--- src/rtl/mdu_pkg.sv ---
// Shared state encoding and constants for the MIPS multiply/divide unit.
package mdu_pkg;

   localparam int MDU_WIDTH = 32;

   // Divide-by-zero writes an all-ones quotient; replicated to WIDTH at the use site.
   localparam logic DIV0_LO_FILL = 1'b1;

   typedef enum logic [1:0] {
      IDLE,
      MUL,
      DIV_RUN,
      DONE
   } mdu_state_e;

endpackage

--- src/rtl/mdu_if.sv ---
// Request/result bundle between the execute stage (master) and the MDU (slave).
interface mdu_if import mdu_pkg::*; #(
   parameter int WIDTH = MDU_WIDTH
);
   logic             start_mul;
   logic             start_div;
   logic             signed_op;
   logic [WIDTH-1:0] a_i;
   logic [WIDTH-1:0] b_i;
   logic             flush_i;
   logic             stall_o;
   logic             done_o;
   logic             hilo_we_o;
   logic [WIDTH-1:0] hi_o;
   logic [WIDTH-1:0] lo_o;

   modport master (
      output start_mul, start_div, signed_op, a_i, b_i, flush_i,
      input  stall_o, done_o, hilo_we_o, hi_o, lo_o
   );

   modport slave (
      input  start_mul, start_div, signed_op, a_i, b_i, flush_i,
      output stall_o, done_o, hilo_we_o, hi_o, lo_o
   );
endinterface

--- src/rtl/div_core.sv ---
// Restoring unsigned divider on operand magnitudes: one quotient bit per step, WIDTH steps.
// No backpressure; last_o flags the final step, whose results appear on the *_nxt_o outputs.
module div_core import mdu_pkg::*; #(
   parameter int WIDTH = MDU_WIDTH
) (
   input  logic             clk,
   input  logic             resetn,
   input  logic             load_i,
   input  logic             step_i,
   input  logic [WIDTH-1:0] dvd_i,
   input  logic [WIDTH-1:0] dvs_i,
   output logic             last_o,
   output logic [WIDTH-1:0] quo_nxt_o,
   output logic [WIDTH-1:0] rem_nxt_o
);
   localparam int CW = $clog2(WIDTH) + 1;

   logic [WIDTH-1:0] quo_q, quo_d;
   logic [WIDTH-1:0] rem_q, rem_d;
   logic [WIDTH-1:0] dvs_q, dvs_d;
   logic [CW-1:0]    cnt_q, cnt_d;
   logic [WIDTH:0]   shifted;
   logic [WIDTH:0]   diff;

   always_comb begin
      // Dividend bits shift out of the quotient register into the partial remainder.
      shifted = {rem_q, quo_q[WIDTH-1]};
      diff    = shifted - {1'b0, dvs_q};
      if (diff[WIDTH]) begin
         rem_nxt_o = shifted[WIDTH-1:0];
         quo_nxt_o = {quo_q[WIDTH-2:0], 1'b0};
      end else begin
         rem_nxt_o = diff[WIDTH-1:0];
         quo_nxt_o = {quo_q[WIDTH-2:0], 1'b1};
      end

      quo_d = quo_q;
      rem_d = rem_q;
      dvs_d = dvs_q;
      cnt_d = cnt_q;
      if (load_i) begin
         quo_d = dvd_i;
         rem_d = '0;
         dvs_d = dvs_i;
         cnt_d = CW'(WIDTH);
      end else if (step_i) begin
         quo_d = quo_nxt_o;
         rem_d = rem_nxt_o;
         cnt_d = cnt_q - CW'(1);
      end
   end

   assign last_o = (cnt_q == CW'(1));

   always_ff @(posedge clk or negedge resetn) begin
      if (!resetn) begin
         quo_q <= '0;
         rem_q <= '0;
         dvs_q <= '0;
         cnt_q <= '0;
      end else begin
         quo_q <= quo_d;
         rem_q <= rem_d;
         dvs_q <= dvs_d;
         cnt_q <= cnt_d;
      end
   end
endmodule

--- src/rtl/mdu_ctrl.sv ---
// MULT/DIV controller: mul 2 cycles, div WIDTH+1, div-by-zero 1; stall_o holds the pipe until DONE.
// MDU_EARLY_OUT_EN: divides with |a| < |b| finish in 1 cycle with lo=0, hi=a.
module mdu_ctrl import mdu_pkg::*; #(
   parameter int WIDTH = MDU_WIDTH
) (
   input logic  clk,
   input logic  resetn,
   mdu_if.slave bus
);
   mdu_state_e         state_q, state_d;
   logic [WIDTH-1:0]   a_q, a_d, b_q, b_d;
   logic [WIDTH-1:0]   hi_q, hi_d, lo_q, lo_d;
   logic               sgn_q, sgn_d;
   logic               go, div_load, div_step, div_last, stall, done;
   logic [WIDTH-1:0]   a_mag, b_mag, quo_nxt, rem_nxt, quo_fix, rem_fix;
   logic [2*WIDTH-1:0] a_ext, b_ext, prod;

   assign go    = (bus.start_mul | bus.start_div) & ~bus.flush_i;
   assign a_mag = (bus.signed_op & bus.a_i[WIDTH-1]) ? -bus.a_i : bus.a_i;
   assign b_mag = (bus.signed_op & bus.b_i[WIDTH-1]) ? -bus.b_i : bus.b_i;

   // A 2W x 2W product truncated to 2W bits is exact for both signednesses.
   assign a_ext = {{WIDTH{sgn_q & a_q[WIDTH-1]}}, a_q};
   assign b_ext = {{WIDTH{sgn_q & b_q[WIDTH-1]}}, b_q};
   assign prod  = a_ext * b_ext;

   assign quo_fix = (sgn_q & (a_q[WIDTH-1] ^ b_q[WIDTH-1])) ? -quo_nxt : quo_nxt;
   assign rem_fix = (sgn_q & a_q[WIDTH-1]) ? -rem_nxt : rem_nxt;

   div_core #(.WIDTH(WIDTH)) u_div (
      .clk       (clk),
      .resetn    (resetn),
      .load_i    (div_load),
      .step_i    (div_step),
      .dvd_i     (a_mag),
      .dvs_i     (b_mag),
      .last_o    (div_last),
      .quo_nxt_o (quo_nxt),
      .rem_nxt_o (rem_nxt)
   );

   always_comb begin
      state_d  = state_q;
      a_d      = a_q;
      b_d      = b_q;
      sgn_d    = sgn_q;
      hi_d     = hi_q;
      lo_d     = lo_q;
      div_load = 1'b0;
      div_step = 1'b0;
      stall    = 1'b0;
      done     = 1'b0;

      unique case (state_q)
         IDLE: begin
            if (go) begin
               stall = 1'b1;
               a_d   = bus.a_i;
               b_d   = bus.b_i;
               sgn_d = bus.signed_op;
               if (bus.start_div) begin
                  if (bus.b_i == '0) begin
                     state_d = DONE;
                     hi_d    = bus.a_i;
                     lo_d    = {WIDTH{DIV0_LO_FILL}};
`ifdef MDU_EARLY_OUT_EN
                  end else if (a_mag < b_mag) begin
                     state_d = DONE;
                     hi_d    = bus.a_i;
                     lo_d    = '0;
`endif
                  end else begin
                     state_d  = DIV_RUN;
                     div_load = 1'b1;
                  end
               end else begin
                  state_d = MUL;
               end
            end
         end
         MUL: begin
            stall        = 1'b1;
            state_d      = DONE;
            {hi_d, lo_d} = prod;
         end
         DIV_RUN: begin
            stall    = 1'b1;
            div_step = 1'b1;
            if (div_last) begin
               state_d = DONE;
               hi_d    = rem_fix;
               lo_d    = quo_fix;
            end
         end
         DONE: begin
            done    = 1'b1;
            state_d = IDLE;
         end
         default: state_d = IDLE;
      endcase

      // Flush annuls whatever is in flight; HI/LO keep their last committed value.
      if (bus.flush_i) begin
         state_d = IDLE;
         hi_d    = hi_q;
         lo_d    = lo_q;
         done    = 1'b0;
      end
   end

   always_ff @(posedge clk or negedge resetn) begin
      if (!resetn) begin
         state_q <= IDLE;
         a_q     <= '0;
         b_q     <= '0;
         sgn_q   <= 1'b0;
         hi_q    <= '0;
         lo_q    <= '0;
      end else begin
         state_q <= state_d;
         a_q     <= a_d;
         b_q     <= b_d;
         sgn_q   <= sgn_d;
         hi_q    <= hi_d;
         lo_q    <= lo_d;
      end
   end

   assign bus.stall_o   = stall & resetn;
   assign bus.done_o    = done;
   assign bus.hilo_we_o = done;
   assign bus.hi_o      = hi_q;
   assign bus.lo_o      = lo_q;
endmodule

--- src/flat_wrapper.sv ---
// flat-port wrapper written by rule: the top's interface ports become plain ports
module mdu_ctrl_flat import mdu_pkg::*;
#(
   parameter int WIDTH = MDU_WIDTH
)
  (clk, resetn, bus_start_mul, bus_start_div, bus_signed_op, bus_a_i, bus_b_i, bus_flush_i, bus_stall_o, bus_done_o, bus_hilo_we_o, bus_hi_o, bus_lo_o);
  mdu_if #(.WIDTH(WIDTH)) bus_i ();
  input logic clk;
  input logic resetn;
  input wire logic [$bits(bus_i.start_mul)-1:0] bus_start_mul;
  input wire logic [$bits(bus_i.start_div)-1:0] bus_start_div;
  input wire logic [$bits(bus_i.signed_op)-1:0] bus_signed_op;
  input wire logic [$bits(bus_i.a_i)-1:0] bus_a_i;
  input wire logic [$bits(bus_i.b_i)-1:0] bus_b_i;
  input wire logic [$bits(bus_i.flush_i)-1:0] bus_flush_i;
  output wire logic [$bits(bus_i.stall_o)-1:0] bus_stall_o;
  output wire logic [$bits(bus_i.done_o)-1:0] bus_done_o;
  output wire logic [$bits(bus_i.hilo_we_o)-1:0] bus_hilo_we_o;
  output wire logic [$bits(bus_i.hi_o)-1:0] bus_hi_o;
  output wire logic [$bits(bus_i.lo_o)-1:0] bus_lo_o;
  assign bus_i.start_mul = bus_start_mul;
  assign bus_i.start_div = bus_start_div;
  assign bus_i.signed_op = bus_signed_op;
  assign bus_i.a_i = bus_a_i;
  assign bus_i.b_i = bus_b_i;
  assign bus_i.flush_i = bus_flush_i;
  assign bus_stall_o = bus_i.stall_o;
  assign bus_done_o = bus_i.done_o;
  assign bus_hilo_we_o = bus_i.hilo_we_o;
  assign bus_hi_o = bus_i.hi_o;
  assign bus_lo_o = bus_i.lo_o;
  mdu_ctrl #(.WIDTH(WIDTH)) u_core (.clk(clk), .resetn(resetn), .bus(bus_i));
endmodule
--- config.mk ---
export PLATFORM = sky130hd
export DESIGN_NAME = mdu_ctrl_flat
export DESIGN_NICKNAME = d
export VERILOG_FILES = /design/src/rtl/mdu_pkg.sv /design/src/rtl/mdu_if.sv /design/src/rtl/div_core.sv /design/src/rtl/mdu_ctrl.sv /design/src/flat_wrapper.sv
export SDC_FILE = /design/constraint.sdc
export NUM_CORES = 2
export LEC_CHECK = 0
export ABC_CLOCK_PERIOD_IN_PS = 9110
export CORE_UTILIZATION = 59
export CTS_CLUSTER_SIZE = 8
export DETAILED_ROUTE_END_ITERATION = 8
export PLACE_DENSITY_LB_ADDON = 0.1
export SYNTH_ARGS = -nofsm -noshare
export SYNTH_HDL_FRONTEND = slang
export SYNTH_SLANG_ARGS = --single-unit
--- constraint.sdc ---
create_clock -name clk -period 9.11 [get_ports clk]
set_clock_uncertainty 0.2 [all_clocks]
set_input_delay 2.733 -clock clk [delete_from_list [all_inputs] [get_ports clk]]
set_output_delay 2.733 -clock clk [all_outputs]
set_load 0.1 [all_outputs]
* After elaboration in Yosys (flattened, before gate mapping) *
Cells that the tools add are included.

cells by class
  mux-type cells = 37
  reduce and logical (&&, ||, !) cells = 8
  bitwise operators = 10
  equal/unequal tests = 10
  $mul = 1
  add/sub/neg operators = 6

operators by type and width
  cell                                                                      number
  32-bit two-way mux                                                        17
  32-bit one-hot mux with 3 select lines                                    2
  32-bit negation                                                           4
  33-bit by 33-bit multiplier with 64-bit output                            1
  33-bit by 32-bit subtractor with 33-bit output                            1
  32-bit zero test                                                          1
  6-bit two-way mux                                                         2
  1-bit two-way mux                                                         10
  2-bit two-way mux                                                         4
  2-bit one-hot mux with 4 select lines                                     1
  1-bit bitwise AND                                                         7
  6-bit by 1-bit equality test with 1-bit output (second input constant)    1
  2-bit by 1-bit inequality test with 1-bit output (second input constant)  3
  3-bit by 2-bit inequality test with 1-bit output (second input constant)  2
  6-bit AND reduction                                                       1
  6-bit by 1-bit subtractor with 6-bit output (second input constant)       1
  2-bit equality test (second input constant)                               2
  2-bit AND reduction                                                       2
  3-bit nonzero test                                                        1
  2-bit by 1-bit equality test with 1-bit output (second input constant)    1
  2-bit zero test                                                           1
  2-bit inequality test (second input constant)                             1
  1-bit one-hot mux with 2 select lines                                     1
  2-bit nonzero test                                                        1
  4 further kinds                                                           4

storage, ports and cells
  register bits = 233
  input bits = 70
  logic and storage cells = 82
  output and inout port bits = 67

* Depth between registers and ports, before layout *
  depth in word-level cells = 6
  depth in mapped cells = 33
  gate-level depth less buffers = 30

* Modules after synthesis *
A second synthesis with hierarchy kept.

unflattened totals
  cells, all modules = 6001
  area total of the unflattened synthesis = 53256.1 µm²

by module, submodules not included
  module    times used  cells each  area an instance (µm²)
  mdu_ctrl  1           5200        46582.2
  div_core  1           801         6673.9

* Least setup slack after synthesis *
OpenSTA, ideal clock, no wires.

  path kind = register to register
  start = register u_core.a_q[31]
  end = register u_core.hi_q[30] (netlist: u_core.bus.hi_o[30])
  cell stages (with the launch flop) = 34
  path slack = 564 ps
  clock period less this slack = 8546 ps
  data arrival time = 8257 ps
  data required time = 8822 ps
  path through = dfrtp_1 -> and2_0 -> clkbuf_1 -> buf_1 -> nand2_1 -> inv_1 -> fa_1 -> inv_1 -> fa_1 -> inv_1 -> fa_1 -> fa_1 -> inv_1 -> fa_1 -> inv_1 -> fa_1 -> inv_1 -> fa_1 -> fa_1 -> inv_1 -> ha_1 -> clkbuf_1 -> a21oi_1 -> o21ai_0 -> a21oi_1 -> nor2b_1 -> o21ai_0 -> nand2b_1 -> a21oi_1 -> o21ai_0 -> a221oi_1 -> xnor2_1 -> nand2_1 -> a41oi_1

on the way
  cells in the longest elaborated chain, start to end = 4
  elaborated cells on any way between the ends = 5

ends and longest elaborated chain
  what                                                                                                    RTL line         source
  from (decl)                                                                                             mdu_ctrl.sv:11   logic [WIDTH-1:0] a_q, a_d, b_q, b_d;
  from (signal assigned)                                                                                  mdu_ctrl.sv:114  a_q <= '0;
  from (signal assigned)                                                                                  mdu_ctrl.sv:121  a_q <= a_d;
  parallel branches: the longest is 3 deep, another holds 33-bit by 33-bit multiplier with 64-bit output  --
  32-bit one-hot mux with 3 select lines *                                                                mdu_ctrl.sv:54   unique case (state_q)
  to (signal assigned)                                                                                    mdu_ctrl.sv:124  hi_q <= hi_d;
  to (decl)                                                                                               mdu_ctrl.sv:12   logic [WIDTH-1:0] hi_q, hi_d, lo_q, lo_d;

Every way passes the cells marked *. The select of a mux whose other input is x is not followed.
A chain may end at the register's enable or synchronous reset.

* Worst setup path in the final report *
  start = register u_core.a_q[12]
  end = register u_core.hi_q[24] (netlist: u_core.bus.hi_o[24])

on the way
  cells in the longest elaborated chain, start to end = 2

ends and longest elaborated chain
  what                                            RTL line        source
  33-bit by 33-bit multiplier with 64-bit output  mdu_ctrl.sv:25  assign prod = a_ext * b_ext;
  32-bit one-hot mux with 3 select lines          mdu_ctrl.sv:54

No other way between the ends.

==> flow_summary.ini <==
[outcome]
status = complete, no violations

[route]
avgRoutedWirePerCell_um = 21.73
dr.pass1.iters = 6
drc = 0
post_drt_via_cell_ratio = 5.777
drt_iter0_drc = 2926
vias = 40920
drt-total-wl_um = 153900
drtAntennaViolNets = 0

[floorplan]
coreArea_mm2 = 0.08892
die_x_um = 302.6
start_util_pct = 59.94
ios = 137
fp-row-count = 109
die-area_mm2 = 0.09155
die_y_um = 302.6

[sta]
finalHoldViolCount = 0
grt_setup_unrepaired = no
period_needed_ns = 8.797
final_max_slew_viol_count = 0
worst_pin_slew_ns = 1.169
period_share_pct = 96.56
setup-violations-final = 0
fmax_ghz = 0.1137
max_slew_margin_pct = 21.79
setup_tns_ns = 0

[global_route]
grt_pass1_wl_um = 244500
antenna_found_initial = 8
grt_pass1_vias = 42360
grt_use_total_pct = 35.15
grt_overflow_total = 0
grt_max_degree = 160

[synthesis]
ys_warn_count = 0
synth_area_leaders = fa_1, dfrtp_1, inv_1
synth_edf_count = 0
synth_top_cell_by_area = fa_1
ys_top_cells_by_count = inv_1, fa_1, nand2_1
yosysMostFrequentCell = inv_1
ys_ff_latch = 233
async_flop_share_pct = 100.0
ys_seq_area_share_pct = 10.94
synth.avg_cell_area_um2 = 9.013
post_synth_instance_area_mm2 = 0.05330
synth_top_area_share_pct = 42.29
synthCells = 5914
yosysUniqueCellTypes = 95
synth_ff_type = dfrtp_1
syn_nets = 7367

[clocking]
clkSinkCount = 233
clockBufferDepth = 3
cts_tree = built
clock_latency_ns = 0.56
cts_made_buffers = 35
cts_root_buf = clkbuf_16
ctsHoldBuffers = 0
cts_max_level = 2
cts.reportedPaths.clkPinSlew_ns = 0.05

[worst_setup_path]
crit_path_end_kind = flip-flop
crit_top_cell = fa_1
startpoint_type = flip-flop
path_max_fanout = 13
worst_ep_required_time_ns = 9.34
crit_type = reg -> reg
cp_num_buf_inv = 7
cpPeakStageDelay_ns = 0.71
slowest_stage = dfrtp_1
critPathTopFamily = adder cells
cp_data_arrival_time_ns = 9.02

[layout]
fillers = 7480
multi_input_area_mm2 = 0.04176
nets = 7355
drive_gt1_share_pct = 5.451
regArea_mm2 = 0.005839
area_delta_synth_final_pct = 7.634

[placement]
port_buffers = 136
gp_congestion = 0.9597
hpwl_um = 125100

[run]
cap_violations = 0

[hold_path]
min_path_type = reg -> reg
## tightest hold or removal path: cells and delay by family (launching register included)
kind	cells	cell delay (ns)
AOI/OAI and AO/OA	1	0.06
DFF	1	0.34
and+or+nand+nor	1	0.05
## area by class of cell
| cell class | instances | area share [%] |
|---|---|---|
| well taps | 1165 | 2.541 |
| clock inverters | 3 | 0.05234 |
| multi-input cells | 4161 | 72.79 |
| diodes | 11 | 0.04798 |
| clock buffers | 39 | 1.607 |
| repair buffers | 286 | 5.023 |
| flip-flops and latches | 233 | 10.18 |
| inverters | 1185 | 7.760 |
## registers in the layout, summed over array words and instances (netlist names)
register and flops:
u_core.a_q 32, u_core.b_q 32, u_core.bus.hi_o 32, u_core.bus.lo_o 32, u_core.sgn_q 1, u_core.state_q 2, u_core.u_div.cnt_q 6, u_core.u_div.dvs_q 32
u_core.u_div.quo_q 32, u_core.u_div.rem_q 32
## per-layer routing
| metal | routed length, µm | vias up | track usage [%] |
|---|---|---|---|
| li1 | - | 17990 | - |
| met1 | 62160 | 21070 | 47.81 |
| met5 | 0 | - | 0 |
| met4 | 6765 | 0 | 13.85 |
| met2 | 74230 | 1553 | 57.12 |
| met3 | 10770 | 303 | 5.113 |
## layout by cell type (no fill, tap or decap), types with 23 or more instances in the layout
cell	synthesis	routed
o21ai_0	187	185
buf_12	0	31
clkdlybuf4s50_1	0	134
a31oi_1	27	27
nor2_1	214	214
ha_1	257	255
xor2_1	83	83
dfrtp_1	233	226
clkbuf_16	0	36
a21o_1	55	55
nor3_1	40	40
and2_1	375	375
inv_1	1182	1180
nand2b_1	23	23
nand3_1	29	29
mux2_2	59	59
o31ai_1	37	37
a221oi_1	31	29
a21oi_1	155	154
mux2i_1	64	64
xnor2_1	136	136
nand2_1	915	914
and3_1	34	34
a211oi_1	41	41
buf_4	4	119
fa_1	1126	1125
## metrics by stage
stage	hold WS (ns)	instances	instance area [µm²]	utilization, %	worst slack (ns)
after floorplan	0.2538	5914	53300	-	0.5645
after global placement	0.2596	7028	56340	63.36	0.2041
after detailed placement	0.2708	7028	56340	63.36	0.1459
after CTS	0.2805	7070	57290	64.43	0.1274
after global routing	0.3043	7078	57360	64.51	0.002165
final	0.2852	7083	57370	64.52	0.3134
## worst paths after layout
check | startpoint | endpoint | slack (ns) | depth (start not counted)
max in group asynchronous | resetn | u_core.a_q[11] | 4.59 | 3
worst min register to register | u_core.bus.hi_o[6] | u_core.bus.hi_o[6] | 0.29 | 2
worst min-delay path | u_core.bus.hi_o[6] | u_core.bus.hi_o[6] | 0.29 | 2
worst max register to register | u_core.a_q[12] | u_core.bus.hi_o[24] | 0.31 | 29
worst max-delay path | u_core.a_q[12] | u_core.bus.hi_o[24] | 0.31 | 29
min in group asynchronous | resetn | u_core.u_div.cnt_q[2] | 1.89 | 1
## what timing repair did
| action | in CTS | in global routing |
|---|---|---|
| resized for setup | 0 | 17 |
| endpoints found under the hold margin | 0 | 0 |
| endpoints found under the setup margin | 0 | 10 |
| buffers inserted | 0 | 2 |
## logic make-up (layout without fill, tap and decap cells)
logic type | count (synthesis) | count (layout) | synth area share, %
other | 0 | 11 | 0
flip-flops | 233 | 233 | 10.94
buffers and inverters | 1520 | 1513 | 10.81
adder cells (fa/ha/maj) | 1383 | 1383 | 48.32
multiplexers | 123 | 123 | 2.448
AO/OA/AOI/OAI | 687 | 687 | 8.577
AND/OR/NAND/NOR | 1749 | 1749 | 15.31
XOR/XNOR | 219 | 219 | 3.599
Power is not shown: default switching activity piles up to over one toggle a cycle in this logic, so the estimate is an artifact.
